## src/rtl/alu_nibble_seq_if.sv

```systemverilog
// Requester and slice-chain signals of the two-pass nibble ALU sequencer.
// master = requester plus slice chain (drives the inputs), slave = the sequencer.
interface alu_nibble_seq_if;
  logic       start;
  logic [2:0] op;
  logic [7:0] a;
  logic [7:0] b;
  logic       cf_in;
  logic       busy;
  logic       done;
  logic [7:0] result;
  logic       result_we;
  logic       cf;
  logic       hf;
  logic       zf;
  logic       sf;
  logic       pvf;
  logic [3:0] alu_op1;
  logic [3:0] alu_op2;
  logic       alu_cy_in;
  logic       alu_R;
  logic       alu_S;
  logic       alu_V;
  logic [3:0] alu_result;
  logic       alu_cy_out;

  modport master (
    output start, op, a, b, cf_in, alu_result, alu_cy_out,
    input  busy, done, result, result_we, cf, hf, zf, sf, pvf,
           alu_op1, alu_op2, alu_cy_in, alu_R, alu_S, alu_V
  );

  modport slave (
    input  start, op, a, b, cf_in, alu_result, alu_cy_out,
    output busy, done, result, result_we, cf, hf, zf, sf, pvf,
           alu_op1, alu_op2, alu_cy_in, alu_R, alu_S, alu_V
  );
endinterface

```

## src/rtl/alu_nibble_seq.sv

```systemverilog
// Runs one 8-bit ALU op as low then high nibble passes through the 4-bit slice chain.
// Latency: done 3 cycles after accepted start; start is ignored while busy (no queueing).
module alu_nibble_seq #(
  parameter bit HOLD_OPERANDS = 1'b1,
  parameter bit AND_SETS_H    = 1'b1
) (
  input logic             clk,
  input logic             nreset,
  alu_nibble_seq_if.slave bus
);

  localparam logic [1:0] ST_IDLE = 2'd0;
  localparam logic [1:0] ST_LO   = 2'd1;
  localparam logic [1:0] ST_HI   = 2'd2;
  localparam logic [1:0] ST_DONE = 2'd3;

  localparam logic [2:0] OP_ADD = 3'b000;
  localparam logic [2:0] OP_ADC = 3'b001;
  localparam logic [2:0] OP_SUB = 3'b010;
  localparam logic [2:0] OP_SBC = 3'b011;
  localparam logic [2:0] OP_AND = 3'b100;
  localparam logic [2:0] OP_XOR = 3'b101;
  localparam logic [2:0] OP_OR  = 3'b110;
  localparam logic [2:0] OP_CP  = 3'b111;

  logic [1:0] state;

  logic [7:0] a_q;
  logic [7:0] b_q;
  logic [2:0] op_q;
  logic       cf_q;

  logic [7:0] a_e;
  logic [7:0] b_e;
  logic [2:0] op_e;
  logic       cf_e;

  logic [3:0] lo_nib;
  logic       c4;
  logic       we_q;
  logic [7:0] result_q;
  logic       cf_q_out;
  logic       hf_q;
  logic       zf_q;
  logic       sf_q;
  logic       pvf_q;

  logic       is_logic;
  logic       is_sub;
  logic       is_and;
  logic [7:0] op2p;
  logic       ctl_r;
  logic       ctl_s;
  logic       ctl_v;
  logic       lo_cy;

  logic [7:0] res_nxt;
  logic       cf_nxt;
  logic       hf_nxt;
  logic       pvf_nxt;

  // Operand source: the accept-time snapshot, or the live bus when the requester holds it.
  always_comb begin
    if (HOLD_OPERANDS) begin
      a_e  = a_q;
      b_e  = b_q;
      op_e = op_q;
      cf_e = cf_q;
    end else begin
      a_e  = bus.a;
      b_e  = bus.b;
      op_e = bus.op;
      cf_e = bus.cf_in;
    end
  end

  always_comb begin
    is_logic = 1'b0;
    is_sub   = 1'b0;
    is_and   = 1'b0;
    ctl_r    = 1'b0;
    ctl_s    = 1'b0;
    ctl_v    = 1'b0;
    lo_cy    = 1'b0;
    case (op_e)
      OP_ADD: lo_cy = 1'b0;
      OP_ADC: lo_cy = cf_e;
      OP_SUB: begin
        is_sub = 1'b1;
        lo_cy  = 1'b1;
      end
      OP_SBC: begin
        is_sub = 1'b1;
        lo_cy  = ~cf_e;
      end
      OP_CP: begin
        is_sub = 1'b1;
        lo_cy  = 1'b1;
      end
      OP_AND: begin
        is_logic = 1'b1;
        is_and   = 1'b1;
        ctl_s    = 1'b1;
        lo_cy    = 1'b1;
      end
      OP_XOR: begin
        is_logic = 1'b1;
        ctl_r    = 1'b1;
      end
      OP_OR: begin
        is_logic = 1'b1;
        ctl_r    = 1'b1;
        ctl_s    = 1'b1;
        ctl_v    = 1'b1;
      end
      default: ;
    endcase
  end

  // Subtraction is done as a + ~b + carry, so the inverted operand feeds the chain.
  assign op2p = is_sub ? ~b_e : b_e;

  always_comb begin
    bus.alu_op1   = 4'h0;
    bus.alu_op2   = 4'h0;
    bus.alu_cy_in = 1'b0;
    bus.alu_R     = 1'b0;
    bus.alu_S     = 1'b0;
    bus.alu_V     = 1'b0;
    case (state)
      ST_LO: begin
        bus.alu_op1   = a_e[3:0];
        bus.alu_op2   = op2p[3:0];
        bus.alu_cy_in = lo_cy;
        bus.alu_R     = ctl_r;
        bus.alu_S     = ctl_s;
        bus.alu_V     = ctl_v;
      end
      ST_HI: begin
        bus.alu_op1   = a_e[7:4];
        bus.alu_op2   = op2p[7:4];
        bus.alu_cy_in = is_logic ? is_and : c4;
        bus.alu_R     = ctl_r;
        bus.alu_S     = ctl_s;
        bus.alu_V     = ctl_v;
      end
      default: ;
    endcase
  end

  assign res_nxt = {bus.alu_result, lo_nib};

  // Borrow sense is the inverse of the chain carry for the subtract family.
  always_comb begin
    if (is_logic) begin
      cf_nxt  = 1'b0;
      hf_nxt  = is_and & AND_SETS_H;
      pvf_nxt = ~^res_nxt;
    end else begin
      cf_nxt  = bus.alu_cy_out ^ is_sub;
      hf_nxt  = c4 ^ is_sub;
      pvf_nxt = (a_e[7] == op2p[7]) & (res_nxt[7] != a_e[7]);
    end
  end

  always_ff @(posedge clk or negedge nreset) begin
    if (!nreset) begin
      state    <= ST_IDLE;
      a_q      <= 8'h00;
      b_q      <= 8'h00;
      op_q     <= 3'b000;
      cf_q     <= 1'b0;
      lo_nib   <= 4'h0;
      c4       <= 1'b0;
      we_q     <= 1'b0;
      result_q <= 8'h00;
      cf_q_out <= 1'b0;
      hf_q     <= 1'b0;
      zf_q     <= 1'b0;
      sf_q     <= 1'b0;
      pvf_q    <= 1'b0;
    end else begin
      case (state)
        ST_IDLE: begin
          if (bus.start) begin
            state <= ST_LO;
            a_q   <= bus.a;
            b_q   <= bus.b;
            op_q  <= bus.op;
            cf_q  <= bus.cf_in;
          end
        end
        ST_LO: begin
          // Low nibble kept internally so the visible result only changes at completion.
          lo_nib <= bus.alu_result;
          c4     <= bus.alu_cy_out;
          state  <= ST_HI;
        end
        ST_HI: begin
          result_q <= res_nxt;
          cf_q_out <= cf_nxt;
          hf_q     <= hf_nxt;
          zf_q     <= (res_nxt == 8'h00);
          sf_q     <= res_nxt[7];
          pvf_q    <= pvf_nxt;
          we_q     <= (op_e != OP_CP);
          state    <= ST_DONE;
        end
        default: state <= ST_IDLE;
      endcase
    end
  end

  assign bus.busy      = (state != ST_IDLE);
  assign bus.done      = (state == ST_DONE);
  assign bus.result_we = (state == ST_DONE) & we_q;
  assign bus.result    = result_q;
  assign bus.cf        = cf_q_out;
  assign bus.hf        = hf_q;
  assign bus.zf        = zf_q;
  assign bus.sf        = sf_q;
  assign bus.pvf       = pvf_q;

endmodule
```

## src/flat_wrapper.sv

```systemverilog
// flat-port wrapper written by rule: the top's interface ports become plain ports
module alu_nibble_seq_flat 
#(
  parameter bit HOLD_OPERANDS = 1'b1,
  parameter bit AND_SETS_H    = 1'b1
)
  (clk, nreset, bus_start, bus_op, bus_a, bus_b, bus_cf_in, bus_alu_result, bus_alu_cy_out, bus_busy, bus_done, bus_result, bus_result_we, bus_cf, bus_hf, bus_zf, bus_sf, bus_pvf, bus_alu_op1, bus_alu_op2, bus_alu_cy_in, bus_alu_R, bus_alu_S, bus_alu_V);
  alu_nibble_seq_if bus_i ();
  input logic clk;
  input logic nreset;
  input wire logic [$bits(bus_i.start)-1:0] bus_start;
  input wire logic [$bits(bus_i.op)-1:0] bus_op;
  input wire logic [$bits(bus_i.a)-1:0] bus_a;
  input wire logic [$bits(bus_i.b)-1:0] bus_b;
  input wire logic [$bits(bus_i.cf_in)-1:0] bus_cf_in;
  input wire logic [$bits(bus_i.alu_result)-1:0] bus_alu_result;
  input wire logic [$bits(bus_i.alu_cy_out)-1:0] bus_alu_cy_out;
  output wire logic [$bits(bus_i.busy)-1:0] bus_busy;
  output wire logic [$bits(bus_i.done)-1:0] bus_done;
  output wire logic [$bits(bus_i.result)-1:0] bus_result;
  output wire logic [$bits(bus_i.result_we)-1:0] bus_result_we;
  output wire logic [$bits(bus_i.cf)-1:0] bus_cf;
  output wire logic [$bits(bus_i.hf)-1:0] bus_hf;
  output wire logic [$bits(bus_i.zf)-1:0] bus_zf;
  output wire logic [$bits(bus_i.sf)-1:0] bus_sf;
  output wire logic [$bits(bus_i.pvf)-1:0] bus_pvf;
  output wire logic [$bits(bus_i.alu_op1)-1:0] bus_alu_op1;
  output wire logic [$bits(bus_i.alu_op2)-1:0] bus_alu_op2;
  output wire logic [$bits(bus_i.alu_cy_in)-1:0] bus_alu_cy_in;
  output wire logic [$bits(bus_i.alu_R)-1:0] bus_alu_R;
  output wire logic [$bits(bus_i.alu_S)-1:0] bus_alu_S;
  output wire logic [$bits(bus_i.alu_V)-1:0] bus_alu_V;
  assign bus_i.start = bus_start;
  assign bus_i.op = bus_op;
  assign bus_i.a = bus_a;
  assign bus_i.b = bus_b;
  assign bus_i.cf_in = bus_cf_in;
  assign bus_i.alu_result = bus_alu_result;
  assign bus_i.alu_cy_out = bus_alu_cy_out;
  assign bus_busy = bus_i.busy;
  assign bus_done = bus_i.done;
  assign bus_result = bus_i.result;
  assign bus_result_we = bus_i.result_we;
  assign bus_cf = bus_i.cf;
  assign bus_hf = bus_i.hf;
  assign bus_zf = bus_i.zf;
  assign bus_sf = bus_i.sf;
  assign bus_pvf = bus_i.pvf;
  assign bus_alu_op1 = bus_i.alu_op1;
  assign bus_alu_op2 = bus_i.alu_op2;
  assign bus_alu_cy_in = bus_i.alu_cy_in;
  assign bus_alu_R = bus_i.alu_R;
  assign bus_alu_S = bus_i.alu_S;
  assign bus_alu_V = bus_i.alu_V;
  alu_nibble_seq #(.HOLD_OPERANDS(HOLD_OPERANDS), .AND_SETS_H(AND_SETS_H)) u_core (.clk(clk), .nreset(nreset), .bus(bus_i));
endmodule
```

## config.mk

```make
export PLATFORM = sky130hd
export DESIGN_NAME = alu_nibble_seq_flat
export DESIGN_NICKNAME = d
export VERILOG_FILES = /design/src/rtl/alu_nibble_seq_if.sv /design/src/rtl/alu_nibble_seq.sv /design/src/flat_wrapper.sv
export SDC_FILE = /design/constraint.sdc
export NUM_CORES = 1
export LEC_CHECK = 0
export BUFFER_PORTS_ARGS = -buffer_cell sky130_fd_sc_hd__clkbuf_2
export CORE_MARGIN = 4
export CORE_UTILIZATION = 56
export DETAILED_ROUTE_END_ITERATION = 12
export PLACE_DENSITY = 0.84
export REMOVE_ABC_BUFFERS = 1
export SLEW_MARGIN = 10
export SYNTH_ARGS = -nofsm -noshare
export SYNTH_HDL_FRONTEND = slang
export SYNTH_SLANG_ARGS = --single-unit
```

## constraint.sdc

```tcl
create_clock -name clk -period 4.2 [get_ports clk]
set_input_delay 0.21 -clock clk [delete_from_list [all_inputs] [get_ports clk]]
set_output_delay 0.21 -clock clk [all_outputs]
set_load 0.01 [all_outputs]
```

==> run_results.csv <==
group,metric,value,unit
worst_setup_path,worstRegToRegCells,4,
logic_synthesis,synth_ff_type,"dfrtp_1",
clock_network,cts.repair.resized,0,
global_routing,grt_pass1_wl,7258,um
finish,area_delta_synth_final,18.05,%
worst_setup_path,crit_buf_inv,2,
worst_setup_path,path_cells,"inv_1 > ha_1 > a222oi_1 > nor3b_2 > clkbuf_2",
worst_setup_path,critPathArrivalTime,2120,ps
drt,ant_nets,0,
logic_synthesis,ys_ff_latch,40,
worst_setup_path,r2r_start,"u_core.state[1]",
worst_setup_path,worstSetupPathType,"reg2out",
global_routing,grt_pass1_vias,1630,
placed_design,routabilityCongestion,0.7683,
flow_run,maxCapViolCount,0,
worst_setup_path,cp-start-kind,"flip-flop",
worst_setup_path,r2r_end,"u_core.cf_e",
worst_setup_path,cp_top_family,"adder cells",
clock_network,cts_hold_buf,0,
logic_synthesis,yosysWarnings,0,
logic_synthesis,syn-instance-count,185,
timing,fmax,430.1,MHz
finish,nets,274,
power_and_ir_drop,p_per_area,818.8,mW/mm^2
power_and_ir_drop,leakage,0.001236,uW
logic_synthesis,seq_area_frac_synth,47.20,%
timing,skew,3.215,ps
finish,fin_area,0.002504,mm^2
logic_synthesis,syn_area,0.002121,mm^2
timing,fin_setup_tns,0,ps
worst_setup_path,cp-startpoint,"u_core.state[1]",
drt,drc,0,
die,die_h,69.54,um
drt,avgViaCountPerCell,5.366,
logic_synthesis,ys_top_cells_by_area,"dfrtp_1 47%, mux2_1 11%, mux2_2 4.8%",
drt,dr.pass1.iters,4,
clock_network,cts_buffer_depth,2,
global_routing,antenna_found_initial,0,
die,io_pins,56,
logic_synthesis,synth_top_area_share,47.20,%
die,start_util,57.93,%
worst_setup_path,cpPeakStageDelay,710,ps
clock_network,cts-root-buf,"clkbuf_8",
clock_network,cts_tree,"done",
clock_network,cts_setup_buffers,0,
finish,fill_cells,281,
power_and_ir_drop,ir_worst_vdd,0.0003807,V
logic_synthesis,synth_edf_count,0,
global_routing,grt_max_degree,41,
timing,period_needed,2325,ps
logic_synthesis,synth.largest_area_cell,"dfrtp_1",
timing,hold_violations,0,
drt,routed_wl,4097,um
timing,period_share,55.36,%
worst_setup_path,critPathSlowestCell,"ha_1",
finish,diodes,0,
die,core-area,0.003661,mm^2
global_routing,grt_overflow,0,
placed_design,placed_cell_area,0.002410,mm^2
timing,slew_headroom,34.49,%
logic_synthesis,syn_area_per_cell,11.46,um^2
timing,worstMarginPinSlew,982.6,ps
worst_setup_path,cp-end-kind,"output pin",
run_status,run_status,"finished, final reports clean",
die,dieArea,0.004836,mm^2
placed_design,io_buffers,55,
worst_setup_path,worstPathRequired,3990,ps
timing,setup_viol,0,
clock_network,clock_sink_count,40,
placed_design,dpl.hpwl,2977,um
die,die_w,69.54,um
clock_network,cts-htree-levels,2,
drt,vias,1540,
finish,drive_gt1_share,35.15,%
timing,rsz0062_at_grt,"false",
clock_network,clk_pin_slew,70,ps
global_routing,grt_usage,18.69,%
timing,maxSlewViolCount,0,
worst_setup_path,regToRegSetupSlack,2320,ps
worst_setup_path,worst-path-max-fanout,22,
logic_synthesis,synthDistinctLibCells,37,
hold_path,hold_path.class,"in2async",
drt,wl_per_cell,14.28,um
clock_network,insertion_delay,290,ps
die,rows,22,
logic_synthesis,async_flop_share,100.0,%
drt,detail_route.iter0.violations,70,
clock_network,numCtsBuffers,5,
cell usage after synthesis (2+ instances only):
library cell  number
a21oi_1            3
a221oi_2           4
a222oi_1           4
a22oi_1            4
and2_1             2
and3_1             2
and3b_1            2
buf_2              7
buf_4              2
dfrtp_1           40
ha_1               8
inv_1             22
mux2_1            20
mux2_2             9
nand2_1           13
nor2_1             4
nor2b_1            4
nor3b_2            4
o21ai_0            8
o22a_1             2
xnor2_1            3
xor2_1             3
cell families (layout without fill, tap and decap cells):
group,after synthesis,after routing,share of synthesized area (%)
buffers and inverters,32,86,6.430
muxes,30,30,15.87
AOI/OAI and AO/OA,32,32,12.33
and+or+nand+nor,37,37,10.97
adders and majority gates,8,8,4.720
xor gates and xnor gates,6,6,2.478
DFF,40,40,47.20
registers in the layout, indices dropped and copies added, names as in the netlist, 2 cells and up:
register           flops
u_core.a_e             8
u_core.b_e             8
u_core.bus.result      7
u_core.lo_nib          4
u_core.op_e            3
u_core.state           2
worst register-to-register path: cells and delay by family (launching register included):
kind | cells | cell delay, ps
and+or+nand+nor | 1 | 510
DFF | 1 | 410
buffers and inverters | 1 | 110
muxes | 1 | 530
adders and majority gates | 1 | 200
power by group:
| part | internal [uW] | leakage, uW | switching [uW] |
|---|---|---|---|
| combinational | 503 | 0.000716 | 539 |
| sequential | 579 | 0.000476 | 166 |
| clock | 133 | 0.0000445 | 130 |
| total | 1210 | 0.00124 | 835 |
worst max path at each step:
| stage | to | slack (ps) | depth (start not counted) |
|---|---|---|---|
| 6_report | bus_alu_op2[1] | 1870 | 5 |
| 5_1_grt | bus_alu_op2[1] | 1680 | 5 |
| 4_1_cts | bus_alu_op2[1] | 1870 | 5 |
| 3_5_place_dp | bus_alu_op2[1] | 2190 | 5 |
| 3_3_place_gp | bus_alu_op2[3] | 2230 | 5 |
| 2_1_floorplan | bus_alu_op2[0] | 2250 | 4 |
cells in the final DEF, fill, tap and decap left out, types with 2 or more instances in the layout:
master / count
nand2_1: 13
and2_1: 2
ha_1: 8
dfrtp_1: 40
nor2_1: 4
clkbuf_2: 55
o21ai_0: 8
xnor2_1: 3
mux2_1: 20
o22a_1: 2
a21oi_1: 3
and3b_1: 2
mux2_2: 9
a22oi_1: 4
and3_1: 2
inv_1: 22
nor3b_2: 4
nor2b_1: 4
clkbuf_8: 6
a221oi_2: 4
xor2_1: 3
a222oi_1: 4
stage by stage:
stage	hold WS [ps]	utilization, %	std cells	total power, uW	setup slack, ps
global route	126.6	68.39	287	2225	1682
detailed placement	417.2	65.82	279	1805	2190
global placement	413.3	65.82	279	1765	2233
floorplan	-85.59	-	175	1474	2253
CTS	98.04	68.39	287	2075	1867
finish	64.69	68.39	287	2050	1875
layout make-up:
cell class	instances	area, um^2	share of cell area, %
multi-input cells	113	983.4	39.28
well taps	48	60.06	2.399
clock buffers	7	86.33	3.448
flip-flops and latches	40	1001	39.98
repair buffers	56	282.8	11.29
clock inverters	1	7.507	0.2999
inverters	22	82.58	3.298
layer usage:
metal	wire, um	vias up	global-route usage (%)
met3	277	6	5.797
met5	0	-	0
li1	-	748	-
met4	57	0	6.725
met1	1709	743	22.77
met2	2053	43	31.14
Note: power is estimated with default switching activity, not from simulation.
